[config.mk]
export PLATFORM = sky130hd
export DESIGN_NAME = uart_tx_frame
export DESIGN_NICKNAME = d
export VERILOG_FILES = /design/src/rtl/uart_tx_frame.sv
export SDC_FILE = /design/constraint.sdc
export NUM_CORES = 1
export LEC_CHECK = 0
export CORE_MARGIN = 4
export CORE_UTILIZATION = 30
export CTS_BUF_LIST = sky130_fd_sc_hd__clkbuf_8
export DETAILED_ROUTE_END_ITERATION = 10
export GPL_ROUTABILITY_DRIVEN = 0
export SYNTH_ARGS = -nofsm -noshare
export SYNTH_HDL_FRONTEND = slang
export SYNTH_SLANG_ARGS = --single-unit
export TNS_END_PERCENT = 1
[constraint.sdc]
create_clock -name clk -period 2.4 [get_ports clk]
set_clock_uncertainty 0.05 [all_clocks]
set_input_delay 0.24 -clock clk [delete_from_list [all_inputs] [get_ports clk]]
set_output_delay 0.24 -clock clk [all_outputs]
set_load 0.05 [all_outputs]
[src/rtl/uart_tx_frame.sv]
// UART transmitter: one parallel word per request, framed as start, LSB-first data,
// optional parity and one or two stop bits, with busy/done status.
module uart_tx_frame #(
  parameter int CLKS_PER_BIT = 10416,
  parameter int DATA_BITS    = 8,
  parameter int PARITY       = 0,
  parameter int STOP_BITS    = 1
) (
  input  logic                 clk,
  input  logic                 reset,
  input  logic                 transmit,
  input  logic [DATA_BITS-1:0] data,
  output logic                 TxD,
  output logic                 busy,
  output logic                 done
);

  localparam int CNT_W = (CLKS_PER_BIT > 1) ? $clog2(CLKS_PER_BIT) : 1;
  localparam int IDX_W = $clog2(DATA_BITS);
  localparam logic [CNT_W-1:0] CNT_MAX = CNT_W'(CLKS_PER_BIT - 1);
  localparam logic [IDX_W-1:0] IDX_MAX = IDX_W'(DATA_BITS - 1);

  typedef enum logic [2:0] {
    S_IDLE,
    S_START,
    S_DATA,
    S_PARITY,
    S_STOP
  } state_t;

  state_t               state_q, state_d;
  logic [CNT_W-1:0]     cnt_q, cnt_d;
  logic [IDX_W-1:0]     idx_q, idx_d;
  logic                 stop_q, stop_d;
  logic [DATA_BITS-1:0] shreg_q, shreg_d;
  logic                 par_q, par_d;
  logic                 txd_q, txd_d;
  logic                 busy_q, busy_d;
  logic                 done_q, done_d;

  // The parity bit is fixed at accept time so shifting the word out cannot disturb it.
  always_comb begin
    state_d = state_q;
    cnt_d   = cnt_q;
    idx_d   = idx_q;
    stop_d  = stop_q;
    shreg_d = shreg_q;
    par_d   = par_q;
    txd_d   = txd_q;
    busy_d  = busy_q;
    done_d  = 1'b0;
    if (state_q == S_IDLE) begin
      txd_d = 1'b1;
      if (transmit) begin
        shreg_d = data;
        par_d   = (PARITY == 2) ? (^data) : (~^data);
        cnt_d   = '0;
        idx_d   = '0;
        stop_d  = 1'b0;
        busy_d  = 1'b1;
        txd_d   = 1'b0;
        state_d = S_START;
      end
    end else if (cnt_q != CNT_MAX) begin
      cnt_d = cnt_q + CNT_W'(1);
    end else begin
      cnt_d = '0;
      case (state_q)
        S_START: begin
          txd_d   = shreg_q[0];
          state_d = S_DATA;
        end
        S_DATA: begin
          if (idx_q == IDX_MAX) begin
            if (PARITY != 0) begin
              txd_d   = par_q;
              state_d = S_PARITY;
            end else begin
              txd_d   = 1'b1;
              state_d = S_STOP;
            end
          end else begin
            idx_d   = idx_q + IDX_W'(1);
            shreg_d = shreg_q >> 1;
            txd_d   = shreg_q[1];
          end
        end
        S_PARITY: begin
          txd_d   = 1'b1;
          state_d = S_STOP;
        end
        S_STOP: begin
          txd_d = 1'b1;
          if ((STOP_BITS == 1) || stop_q) begin
            busy_d  = 1'b0;
            done_d  = 1'b1;
            state_d = S_IDLE;
          end else begin
            stop_d = 1'b1;
          end
        end
        default: begin
          txd_d   = 1'b1;
          busy_d  = 1'b0;
          state_d = S_IDLE;
        end
      endcase
    end
  end

  always_ff @(posedge clk or posedge reset) begin
    if (reset) begin
      state_q <= S_IDLE;
      cnt_q   <= '0;
      idx_q   <= '0;
      stop_q  <= 1'b0;
      shreg_q <= '0;
      par_q   <= 1'b0;
      txd_q   <= 1'b1;
      busy_q  <= 1'b0;
      done_q  <= 1'b0;
    end else begin
      state_q <= state_d;
      cnt_q   <= cnt_d;
      idx_q   <= idx_d;
      stop_q  <= stop_d;
      shreg_q <= shreg_d;
      par_q   <= par_d;
      txd_q   <= txd_d;
      busy_q  <= busy_d;
      done_q  <= done_d;
    end
  end

  assign TxD  = txd_q;
  assign busy = busy_q;
  assign done = done_q;

endmodule

==> impl_results.md, run 1 <==
- Initial core utilization: a little under a third
- Insertion delay of the later-clocked pin in the worst-skew pair: 290 ps
- Top Ports: 14
- Final routed wirelength across all metal layers: 3.44 mm
- Root buffer cell: sky130_fd_sc_hd__clkbuf_8
- Sequential element share of the synthesized area: a little under half
- Clock Pin Slew Worst Setup and Hold Paths: 70 ps
- Worst max-slew margin expressed relative to the limit: between 60 and 70%
- Run status: complete, no violations
- Area of the placeable core: 0.00524 mm²
- Synthesized-area fraction occupied by xor and xnor cells: about 1.6%
- Main combinational cell family by area after synthesis: compound AO/OA/AOI/OAI gates
- Mapped Avg Cell Area: 9.38 µm²
- Worst endpoint data arrival time: 2290 ps
- Met2 Routed Length: 1.46 mm
- Total congestion overflow after global routing: 0
- Peak supply drop: 319 µV
- Global Route Usage Sum: 12.0%
- Via count of the first global-routing pass: 1280
- Iter 0 DRT Violations: 90
- Synth Area in Compound Gates: 21.1%
- Mapped cell area: 0.00167 mm²
- Final number of setup-violating endpoints: 0
- Highest Signal Layer: met4
- Number of remaining DRC errors: 0
- Routed length on met3: roughly 150 µm
- Slew @ Worst Pin: 497 ps
- Fmax: 460 MHz
- Width of the die: 82.6 µm
- Fin Setup TNS: 0 ps
- RSZ-0062 raised after global routing: no
- Die extent in y: 82.6 µm
- Cell row count: 26
- Post-DRT Antenna Nets: 0
- Post-layout util: a little under two fifths
- Max Cap Viol: 0
- Unique masters post-synth: 39
- Static leakage power: 0.786 nW
- Overall power: approximately 0.0010 W
- Die area: 0.00682 mm²
- HPWL after detailed placement: 2.31 mm
- Routed wirelength normalized by instance count: roughly 13 µm
- Hold Fails Final Rpt: 0
- CP required: 2520 ps
- Number of cells produced by synthesis: 178
- Met1 Routed Length: 1.75 mm
- CP Class: register to register
- Highest fanout seen on the critical path: 12
- Cell chain of the critical path: ha_1, nand3_1, or4_4, and2_1, o21ai_1, o21ai_1
- Pin count of the biggest net entering global routing: 32
- Total nets after synthesis: 193
- CTS max path bufs: 2
- Arithmetic-cell share of the synthesized area counting full adders, half adders and majority gates: 3.00%
- Post-cts sizing count: 0
- Wire length of the first global-routing pass: 6.13 mm
- Hold Slack: 281 ps
- Via density per instance: ~5.1
- Reg2Reg Launch Point: cnt_q[1]$_DFFE_PP0P_
- Simple logic cell fraction of the synthesized area: 19.5%
- Clock net sink count: 31
- Proportion of synthesized area in mux cells: under 10%
- Dpl ws: 185 ps
- Smallest setup slack after layout: 226 ps
- H-tree Lvls: 2
- # nets final: 209
- Setup slack, reg-to-reg: around 230 ps
- Depth of the most critical reg-to-reg path: 6
- Fraction of layout cells with a size suffix above 1: under 10%
- Time the worst path needs with I/O delays and setup: 2170 ps
- Antenna fix cells: 0
- Worst setup SP type: register
- Post-route fraction of the period consumed by the critical path: 90.6%
- CP most frequent cell: sky130_fd_sc_hd__o21ai_1
- Kind of end point of the critical path: register
- Max stage delay on crit path: 610 ps
- TritonRoute pass-1 iters: 4
- Antenna violations before repair: 0
- Count of buffers from port buffering: 13
- Area growth, synth to finish: 19.3%
- CTS buffer count: 5
- CTS tree: done
- Count of pins over their slew limit: 0
- Endpoint of the worst-slack reg-to-reg timing path: shreg_q[7]$_DFFE_PP0P_
- Number of vias in the routed layout: roughly 1.3k
- Ratio of total power to cell area: around 500 mW/mm²
- Number of filler instances in the final layout: 513
- Kind of path behind the tightest hold check: input port to async pin
- Number of warnings printed during yosys synthesis: 0
- Flops & latches, synth: 31
- Master of the slowest instance on the critical path: sky130_fd_sc_hd__or4_4
## state kept, by name (all words and copies together), names as in the netlist
register	cells
done	1
shreg_q	8
state_q	3
TxD	1
cnt_q	14
idx_q	3
busy	1
## where the power goes
group,total (W),leakage [nW],internal [W],switching [W]
registers,0.000523,0.383,0.000523,0
clock network,0.000452,0.0557,0.000257,0.000194
logic,0.0000301,0.346,0.0000163,0.0000138
total,0.00100,0.786,0.000796,0.000208
## logic make-up (layout without fill, tap and decap cells)
kind of cell / after synthesis / in the layout
and+or+nand+nor: 61 / 61
AOI/OAI and AO/OA: 59 / 59
DFF: 31 / 31
buffers and inverters: 13 / 30
muxes: 7 / 7
adders and majority gates: 4 / 4
xor gates and xnor gates: 3 / 3
## per-layer routing
| layer | up-vias | global-route usage [%] |
|---|---|---|
| met5 | - | 0 |
| met4 | 0 | 6.37 |
| met3 | 6 | 3.36 |
| met2 | 25 | 16.4 |
| met1 | 631 | 16.9 |
| li1 | 686 | - |
## worst max path at each step
stage | start | end | slack [ps] | depth (start not counted)
2_1_floorplan | cnt_q[0]$_DFFE_PP0P_ | cnt_q[10]$_DFFE_PP0P_ | 440 | 7
3_3_place_gp | cnt_q[1]$_DFFE_PP0P_ | shreg_q[4]$_DFFE_PP0P_ | 240 | 6
3_5_place_dp | cnt_q[1]$_DFFE_PP0P_ | shreg_q[4]$_DFFE_PP0P_ | 190 | 6
4_1_cts | cnt_q[1]$_DFFE_PP0P_ | shreg_q[4]$_DFFE_PP0P_ | 170 | 6
5_1_grt | cnt_q[1]$_DFFE_PP0P_ | shreg_q[0]$_DFFE_PP0P_ | 40 | 7
6_report | cnt_q[1]$_DFFE_PP0P_ | shreg_q[7]$_DFFE_PP0P_ | 230 | 6
## synth_stat cells
cell type / number / area (µm²)
sky130_fd_sc_hd__dfrtp_1: 30 / 751
sky130_fd_sc_hd__nand2_1: 18 / 67.6
sky130_fd_sc_hd__a21oi_1: 15 / 75.1
sky130_fd_sc_hd__a31oi_1: 13 / 81.3
sky130_fd_sc_hd__o21ai_1: 12 / 60.1
sky130_fd_sc_hd__nor2_1: 11 / 41.3
sky130_fd_sc_hd__o21ai_0: 11 / 55.1
sky130_fd_sc_hd__mux2i_1: 7 / 70.1
sky130_fd_sc_hd__clkbuf_1: 5 / 18.8
sky130_fd_sc_hd__nand3_1: 5 / 25.0
sky130_fd_sc_hd__nand4_1: 5 / 31.3
sky130_fd_sc_hd__nor3_1: 5 / 25.0
sky130_fd_sc_hd__buf_2: 4 / 20.0
sky130_fd_sc_hd__ha_1: 4 / 50.1
sky130_fd_sc_hd__a22oi_1: 2 / 15.0
sky130_fd_sc_hd__and2_1: 2 / 12.5
sky130_fd_sc_hd__and4_1: 2 / 17.5
sky130_fd_sc_hd__buf_6: 2 / 22.5
sky130_fd_sc_hd__inv_1: 2 / 7.51
sky130_fd_sc_hd__nand4bb_1: 2 / 22.5
sky130_fd_sc_hd__or3_1: 2 / 12.5
sky130_fd_sc_hd__xnor2_1: 2 / 17.5
sky130_fd_sc_hd__a211o_1: 1 / 8.76
sky130_fd_sc_hd__a211oi_1: 1 / 7.51
sky130_fd_sc_hd__a22o_1: 1 / 8.76
sky130_fd_sc_hd__and3_1: 1 / 6.26
sky130_fd_sc_hd__dfstp_2: 1 / 26.3
sky130_fd_sc_hd__nand2b_1: 1 / 6.26
sky130_fd_sc_hd__nand3b_1: 1 / 7.51
sky130_fd_sc_hd__nor2b_1: 1 / 6.26
sky130_fd_sc_hd__nor3_2: 1 / 10.0
sky130_fd_sc_hd__nor3b_1: 1 / 7.51
sky130_fd_sc_hd__nor4b_1: 1 / 8.76
sky130_fd_sc_hd__o21ai_4: 1 / 16.3
sky130_fd_sc_hd__o31ai_1: 1 / 7.51
sky130_fd_sc_hd__o41ai_2: 1 / 16.3
sky130_fd_sc_hd__or2_1: 1 / 6.26
sky130_fd_sc_hd__or4_4: 1 / 11.3
sky130_fd_sc_hd__xor2_1: 1 / 8.76
## per-stage QoR
stage,area (µm²),std cells
after CTS,1970,264
after global routing,1990,265
after global placement,1870,256
after detailed placement,1870,256
final,1990,265
after floorplan,1670,178
## cell type report
cell class | instances | area [µm²] | area share [%]
Clock inverter | 1 | 3.75 | 0.189
Multi-Input combinational cell | 134 | 823 | 41.4
Inverter | 2 | 7.51 | 0.377
Sequential cell | 31 | 777 | 39.0
Tap cell | 70 | 87.6 | 4.40
Timing Repair Buffer | 20 | 195 | 9.81
Clock buffer | 7 | 96.3 | 4.84
## worst max-delay path: cells and delay by family (launching register included)
kind / cells / cell delay, ps
DFF: 1 / 460
and+or+nand+nor: 3 / 1090
adders and majority gates: 1 / 230
AOI/OAI and AO/OA: 2 / 230
## placed cells by master, fill, tap and decap left out
master | Yosys | final
sky130_fd_sc_hd__a211o_1 | 1 | 1
sky130_fd_sc_hd__a211oi_1 | 1 | 1
sky130_fd_sc_hd__a21oi_1 | 15 | 15
sky130_fd_sc_hd__a22o_1 | 1 | 1
sky130_fd_sc_hd__a22oi_1 | 2 | 2
sky130_fd_sc_hd__a31oi_1 | 13 | 13
sky130_fd_sc_hd__and2_1 | 2 | 2
sky130_fd_sc_hd__and3_1 | 1 | 1
sky130_fd_sc_hd__and4_1 | 2 | 2
sky130_fd_sc_hd__buf_12 | 0 | 1
sky130_fd_sc_hd__buf_4 | 0 | 6
sky130_fd_sc_hd__clkbuf_8 | 0 | 7
sky130_fd_sc_hd__clkdlybuf4s50_1 | 0 | 13
sky130_fd_sc_hd__dfrtp_1 | 30 | 30
sky130_fd_sc_hd__dfstp_2 | 1 | 1
sky130_fd_sc_hd__ha_1 | 4 | 4
sky130_fd_sc_hd__inv_1 | 2 | 3
sky130_fd_sc_hd__mux2i_1 | 7 | 7
sky130_fd_sc_hd__nand2_1 | 18 | 18
sky130_fd_sc_hd__nand2b_1 | 1 | 1
sky130_fd_sc_hd__nand3_1 | 5 | 5
sky130_fd_sc_hd__nand3b_1 | 1 | 1
sky130_fd_sc_hd__nand4_1 | 5 | 5
sky130_fd_sc_hd__nand4bb_1 | 2 | 2
sky130_fd_sc_hd__nor2_1 | 11 | 11
sky130_fd_sc_hd__nor2b_1 | 1 | 1
sky130_fd_sc_hd__nor3_1 | 5 | 5
sky130_fd_sc_hd__nor3_2 | 1 | 1
sky130_fd_sc_hd__nor3b_1 | 1 | 1
sky130_fd_sc_hd__nor4b_1 | 1 | 1
sky130_fd_sc_hd__o21ai_0 | 11 | 11
sky130_fd_sc_hd__o21ai_1 | 12 | 12
sky130_fd_sc_hd__o21ai_4 | 1 | 1
sky130_fd_sc_hd__o31ai_1 | 1 | 1
sky130_fd_sc_hd__o41ai_2 | 1 | 1
sky130_fd_sc_hd__or2_1 | 1 | 1
sky130_fd_sc_hd__or3_1 | 2 | 2
sky130_fd_sc_hd__or4_4 | 1 | 1
sky130_fd_sc_hd__xnor2_1 | 2 | 2
sky130_fd_sc_hd__xor2_1 | 1 | 1
## what timing repair did
item                                    CTS  global route
hold endpoints to repair                  0             0
buffers inserted                          0             1
endpoints found under the setup margin    0             7
hold buffers                              0             0
No activity file was read; power rests on OpenSTA's default activity.
==> inputs of run 2 (changes only) <==
--- a/config.mk
+++ b/config.mk
@@ -5,6 +5,7 @@
 export SDC_FILE = /design/constraint.sdc
 export NUM_CORES = 1
 export LEC_CHECK = 0
+export CORE_ASPECT_RATIO = 0.9
 export CORE_MARGIN = 4
 export CORE_UTILIZATION = 30
 export CTS_BUF_LIST = sky130_fd_sc_hd__clkbuf_8
==> constraint.sdc (replaced) <==
create_clock -name clk -period 2 [get_ports clk]
set_clock_uncertainty 0.05 [all_clocks]
set_input_delay 0.2 -clock clk [delete_from_list [all_inputs] [get_ports clk]]
set_output_delay 0.2 -clock clk [all_outputs]
set_load 0.05 [all_outputs]
==> impl_results.md, run 2 (synthesis gave the netlist of run 1 again) <==
- Via count of the first global-routing pass: 1349 (+5.4%)
- Slew @ Worst Pin: 493 ps (-4.33 ps)
- Wire length of the first global-routing pass: 6.73 mm (+9.7%)
- Antenna fix cells: 0 (unchanged)
- # nets final: 225 (+7.7%)
- Smallest setup slack after layout: 89.4 ps (-136 ps)
- Hold Fails Final Rpt: 0 (unchanged)
- CTS tree: done
- Endpoint of the worst-slack reg-to-reg timing path: shreg_q[6]$_DFFE_PP0P_
- Pin count of the biggest net entering global routing: 32 (unchanged)
- Count of placed standard cells including taps: 269 (+5.1%)
- Worst setup SP type: register
- Kind of path behind the tightest hold check: input port to async pin
- Cell chain of the critical path: or2_1, or4_4, o21ai_4, buf_12, a21oi_1, a31oi_1
- CTS max path bufs: 2 (unchanged)
- Iter 0 DRT Violations: 96 (+6.7%)
- Fin Setup TNS: 0 ps (unchanged)
- Depth of the most critical reg-to-reg path: 6 (unchanged)
- Sequential share of power: 52.0% (about the same)
- Fmax: 523 MHz (+14%)
- Most frequent cells in the layout: sky130_fd_sc_hd__dfrtp_1 (30), sky130_fd_sc_hd__buf_4 (22), sky130_fd_sc_hd__nand2_1 (18), sky130_fd_sc_hd__a21oi_1 (15)
- Width of the die: 86.6 µm (+4.9%)
- Number of remaining DRC errors: 0 (unchanged)
- Initial core utilization: 31.4% (-0.48 points)
- Worst endpoint data arrival time: 2060 ps (-230 ps)
- Ratio of total power to cell area: 561 mW/mm² (+11%)
- Internal Pwr Total: 0.000955 W (+20%)
- Final number of setup-violating endpoints: 0 (unchanged)
- Crit path depth: 6 (unchanged)
- Routed wirelength normalized by instance count: 14.1 µm (+8.8%)
- Number of vias in the routed layout: 1419 (+5.3%)
- Clock network fraction of design power: 44.8% (-0.2 points)
- RSZ-0062 raised after global routing: yes
- Commonest non-fill, non-tap cell in the layout: sky130_fd_sc_hd__dfrtp_1
- Worst path buffer plus inverter count: 1 (+1)
- Timing startpoint of the critical path: cnt_q[9]$_DFFE_PP0P_
- Via density per instance: 5.10 (+0.34%)
- Biggest regs: cnt_q (14), shreg_q (8)
- Root buffer cell: sky130_fd_sc_hd__clkbuf_8
- Relative contribution of combinational cells to total power: 3.1% (about the same)
- Die extent in y: 78.8 µm (-4.6%)
- Reg2Reg Launch Point: cnt_q[9]$_DFFE_PP0P_
- Post-DRT Antenna Nets: 0 (unchanged)
- CP Class: register to register
- Max stage delay on crit path: 570 ps (-40 ps)
- Run status: complete, no violations
- Master of the slowest instance on the critical path: sky130_fd_sc_hd__or4_4
- Clock Pin Slew Worst Setup and Hold Paths: 70 ps (about the same)
- CTS buffer count: 5 (unchanged)
- Insertion delay of the later-clocked pin in the worst-skew pair: 280 ps (about the same)
- Critical Path Sink: shreg_q[6]$_DFFE_PP0P_
- Number of filler instances in the final layout: 541 (+5.5%)
- Top Ports: 14 (unchanged)
- Area of the placeable core: 0.00532 mm² (+1.5%)
- Flip-flop count of the largest register, all copies and words added: 14 (unchanged)
- Post-cts hold buffer count: 0 (unchanged)
- Fraction of layout cells with a size suffix above 1: 19.4% (+9.7 points)
- Final routed wirelength across all metal layers: 3.93 mm (+14%)
- Worst max-slew margin expressed relative to the limit: 67.0% (+0.29 points)
- Highest fanout seen on the critical path: 14 (+2)
- Die area: 0.00682 mm² (about the same)
- Count of buffers from port buffering: 13 (unchanged)
- Overall power: 0.00120 W (+20%)
- Max Cap Viol: 0 (unchanged)
- Final cell count without fillers: 278 (+4.9%)
- Setup slack, reg-to-reg: 90 ps (-140 ps)
- Static leakage power: 0.868 nW (+10%)
- Kind of end point of the critical path: register
- HPWL after detailed placement: 2.71 mm (+18%)
- Count of pins over their slew limit: 0 (unchanged)
- Cell row count: 25 (-3.8%)
- TritonRoute pass-1 iters: 6 (+2)
- Power dissipated by switching net loads: 0.000249 W (+20%)
- Antenna violations before repair: 0 (unchanged)
- Dpl ws: 12.5 ps (-173 ps)
- Largest Register: cnt_q
- Global Route Usage Sum: 12.5% (+0.56 points)
- Top delay family on crit path: simple AND/OR/NAND/NOR gates
- Time the worst path needs with I/O delays and setup: 1910 ps (-264 ps)
- CP required: 2150 ps (-370 ps)
- Switching Fraction: 20.7% (-0.032 points)
- Area growth, synth to finish: 28.8%
- H-tree Lvls: 2 (unchanged)
- Clock net sink count: 31 (unchanged)
- Post-route fraction of the period consumed by the critical path: 95.5% (+4.9 points)
- Total congestion overflow after global routing: 0 (unchanged)
- Peak supply drop: 265 µV (-17%)
[run 2: power groups by stage]
stage,logic (W),registers [W],clock network [W]
2_1_floorplan,0.0000110,0.000639,0
3_3_place_gp,0.0000390,0.000639,0
3_5_place_dp,0.0000389,0.000639,0
4_1_cts,0.0000391,0.000627,0.000550
5_1_grt,0.0000420,0.000626,0.000582
6_report,0.0000374,0.000627,0.000540
[run 2: worst min path at each step]
stage | endpoint | depth (start not counted) | from
after floorplan | busy$_DFFE_PP0P_ | 1 | reset
after global placement | cnt_q[13]$_DFFE_PP0P_ | 1 | cnt_q[13]$_DFFE_PP0P_
after detailed placement | cnt_q[13]$_DFFE_PP0P_ | 1 | cnt_q[13]$_DFFE_PP0P_
after CTS | cnt_q[5]$_DFFE_PP0P_ | 3 | reset
after global routing | cnt_q[5]$_DFFE_PP0P_ | 3 | reset
final | cnt_q[6]$_DFFE_PP0P_ | 3 | reset
[run 2: final cells by class]
class	instances	area (µm²)	area share, %
clock inverters	1	3.75	0.175
multi-input cells	134	866	40.3
inverters	2	7.51	0.349
clock buffers	7	96.3	4.48
well taps	67	83.8	3.90
flip-flops and latches	31	777	36.1
repair buffers	36	315	14.7
[run 2: worst min-delay path: stages]
cell,delay [ps]
sky130_fd_sc_hd__clkdlybuf4s50_1,400
sky130_fd_sc_hd__inv_1,50
sky130_fd_sc_hd__buf_4,360
[run 2: metal layers]
metal  vias up  share of wire (%)  track usage [%]  wire length [µm]
li1        721                  -                -                 -
met1       674                 53             19.8              2100
met2        19                 42             16.0              1660
met3         5                2.9             3.11               114
met4         0                1.5             4.67                57
met5         -                  0                0                 0
[run 2: repair_timing]
| action | 4_1_cts | 5_1_grt |
|---|---|---|
| gates resized for setup | 0 | 7 |
| pin swaps | 1 | 0 |
| endpoints found under the setup margin | 2 | 16 |
| buffers inserted | 1 | 0 |
[run 2: stage by stage]
| step | cell area, µm² | util, % | hold slack (ps) |
|---|---|---|---|
| after floorplan | 1670 | - | 253 |
| after global placement | 1990 | 37.4 | 426 |
| after detailed placement | 1990 | 37.4 | 428 |
| after CTS | 2110 | 39.6 | 281 |
| after global routing | 2150 | 40.4 | 301 |
| final | 2150 | 40.4 | 264 |
==> inputs of run 3 (changes only) <==
--- a/config.mk
+++ b/config.mk
@@ -8,7 +8,6 @@
 export CORE_ASPECT_RATIO = 0.9
 export CORE_MARGIN = 4
 export CORE_UTILIZATION = 30
-export CTS_BUF_LIST = sky130_fd_sc_hd__clkbuf_8
 export DETAILED_ROUTE_END_ITERATION = 10
 export GPL_ROUTABILITY_DRIVEN = 0
 export SYNTH_ARGS = -nofsm -noshare
==> impl_results.md, run 3 (synthesis gave the netlist of run 1 again) <==
- Post-route fraction of the period consumed by the critical path: 95.5% (about the same)
- Commonest non-fill, non-tap cell in the layout: sky130_fd_sc_hd__dfrtp_1
- CTS max path bufs: 2 (unchanged)
- Cell row count: 25 (unchanged)
- Smallest setup slack after layout: 89.4 ps (-0.00180 ps)
- Max stage delay on crit path: 570 ps (about the same)
- Max Cap Viol: 0 (unchanged)
- Peak supply drop: 264 µV (-0.29%)
- Master of the slowest instance on the critical path: sky130_fd_sc_hd__or4_4
- TritonRoute pass-1 iters: 6 (unchanged)
- Iter 0 DRT Violations: 93 (-3.1%)
- Area of the placeable core: 0.00532 mm² (unchanged)
- Ratio of total power to cell area: 563 mW/mm² (+0.40%)
- Via count of the first global-routing pass: 1349 (unchanged)
- Kind of path behind the tightest hold check: input port to async pin
- Top Ports: 14 (unchanged)
- HPWL after detailed placement: 2.71 mm (unchanged)
- RSZ-0062 raised after global routing: yes
- Number of remaining DRC errors: 0 (unchanged)
- Antenna violations before repair: 0 (unchanged)
- Number of filler instances in the final layout: 541 (unchanged)
- Timing startpoint of the critical path: cnt_q[9]$_DFFE_PP0P_
- CP required: 2150 ps (about the same)
- Reg2Reg Launch Point: cnt_q[9]$_DFFE_PP0P_
- Fmax: 523 MHz (about the same)
- Clock Pin Slew Worst Setup and Hold Paths: 70 ps (about the same)
- Final number of setup-violating endpoints: 0 (unchanged)
- Post-cts hold buffer count: 0 (unchanged)
- Flip-flop count of the largest register, all copies and words added: 14 (unchanged)
- Area growth, synth to finish: 28.8% (unchanged)
- Clock net sink count: 31 (unchanged)
- Most frequent cells in the layout: sky130_fd_sc_hd__dfrtp_1 (30), sky130_fd_sc_hd__buf_4 (22), sky130_fd_sc_hd__nand2_1 (18), sky130_fd_sc_hd__a21oi_1 (15)
- # nets final: 225 (unchanged)
- Biggest regs: cnt_q (14), shreg_q (8)
- Worst max-slew margin expressed relative to the limit: 67.0% (unchanged)
- Width of the die: 86.6 µm (unchanged)
- Global Route Usage Sum: 12.5% (unchanged)
- Initial core utilization: 31.4% (unchanged)
- Count of pins over their slew limit: 0 (unchanged)
- Root buffer cell: sky130_fd_sc_hd__clkbuf_8
- Wire length of the first global-routing pass: 6.73 mm (unchanged)
- Insertion delay of the later-clocked pin in the worst-skew pair: 280 ps (about the same)
- Time the worst path needs with I/O delays and setup: 1910 ps (+0.00180 ps)
- Highest fanout seen on the critical path: 14 (unchanged)
- Static leakage power: 0.864 nW (-0.48%)
- H-tree Lvls: 2 (unchanged)
- Hold Fails Final Rpt: 0 (unchanged)
- Number of vias in the routed layout: 1419 (unchanged)
- CP Class: register to register
- Post-DRT Antenna Nets: 0 (unchanged)
- Worst setup SP type: register
- CTS buffer count: 5 (unchanged)
- Dpl ws: 12.5 ps (unchanged)
- Slew @ Worst Pin: 493 ps (unchanged)
- Kind of end point of the critical path: register
- Worst endpoint data arrival time: 2060 ps (about the same)
- Total congestion overflow after global routing: 0 (unchanged)
- Antenna fix cells: 0 (unchanged)
- Routed wirelength normalized by instance count: 14.1 µm (unchanged)
- Count of buffers from port buffering: 13 (unchanged)
- CTS tree: done
- Run status: complete, no violations
- Cell chain of the critical path: or2_1, or4_4, o21ai_4, buf_12, a21oi_1, a31oi_1
- Largest Register: cnt_q
- Hold Slack: 264 ps (+0.387 ps)
- Top delay family on crit path: simple AND/OR/NAND/NOR gates
- Pin count of the biggest net entering global routing: 32 (unchanged)
- Die area: 0.00682 mm² (unchanged)
- Die extent in y: 78.8 µm (unchanged)
- Via density per instance: 5.10 (unchanged)
- Fraction of layout cells with a size suffix above 1: 19.4% (unchanged)
- Worst path buffer plus inverter count: 1 (unchanged)
- Final routed wirelength across all metal layers: 3.93 mm (unchanged)
## run 3: cell count changes in the layout (fill, tap and decap cells not counted), sizes merged
cell,before,now
inv,3,2
clkbuf,7,8
## run 3: tightest hold or removal path: cells and delay by family
| family | cells | cell delay (ps) |
|---|---|---|
| buf+inv | 3 | 810 |
## run 3: through the flow
| stage | util [%] | power, W | cell area [µm²] | instances | TNS [ps] |
|---|---|---|---|---|---|
| floorplan | - | 0.000650 | 1670 | 178 | 0 |
| finish | 40.4 | 0.00121 | 2150 | 278 | 0 |
| detailed placement | 37.4 | 0.000678 | 1990 | 269 | 0 |
| CTS | 39.6 | 0.00122 | 2110 | 278 | 0 |
| global placement | 37.4 | 0.000678 | 1990 | 269 | 0 |
| global route | 40.4 | 0.00126 | 2150 | 278 | -14.6 |
## run 3: cell type report
cell class	count	area, µm²	share of cell area (%)
Tap cell	67	83.8	3.90
Clock buffer	8	100	4.66
Inverter	2	7.51	0.349
Sequential cell	31	777	36.1
Multi-Input combinational cell	134	866	40.3
Timing Repair Buffer	36	315	14.7
## run 3: what timing repair did
action	CTS	global route
setup endpoints to repair	2	16
cloned	0	0
setup buffers	1	0
pin swaps	1	0
resized for setup	0	7
## run 3: per-layer routing
metal,vias up,track usage [%],wire [µm]
met4,0,4.67,57
met1,674,19.8,2100
met3,5,3.11,114
met5,-,0,0
li1,721,-,-
met2,19,16.0,1660
## run 3: where the power goes
group	switching, W	leakage (nW)	internal [W]
registers	0	0.383	0.000627
clock network	0.000231	0.0515	0.000314
logic	0.0000177	0.429	0.0000197
total	0.000249	0.864	0.000961
## run 3: final timing paths
| kind | end | slack, ps | depth (start not counted) |
|---|---|---|---|
| max | shreg_q[6]$_DFFE_PP0P_ | 90 | 6 |
| min | cnt_q[6]$_DFFE_PP0P_ | 260 | 3 |
| max reg2reg | shreg_q[6]$_DFFE_PP0P_ | 90 | 6 |
| min reg2reg | cnt_q[9]$_DFFE_PP0P_ | 450 | 1 |
| max in group asynchronous | TxD$_DFFE_PP1N_ | 1300 | 3 |
| min in group clk | cnt_q[9]$_DFFE_PP0P_ | 450 | 1 |
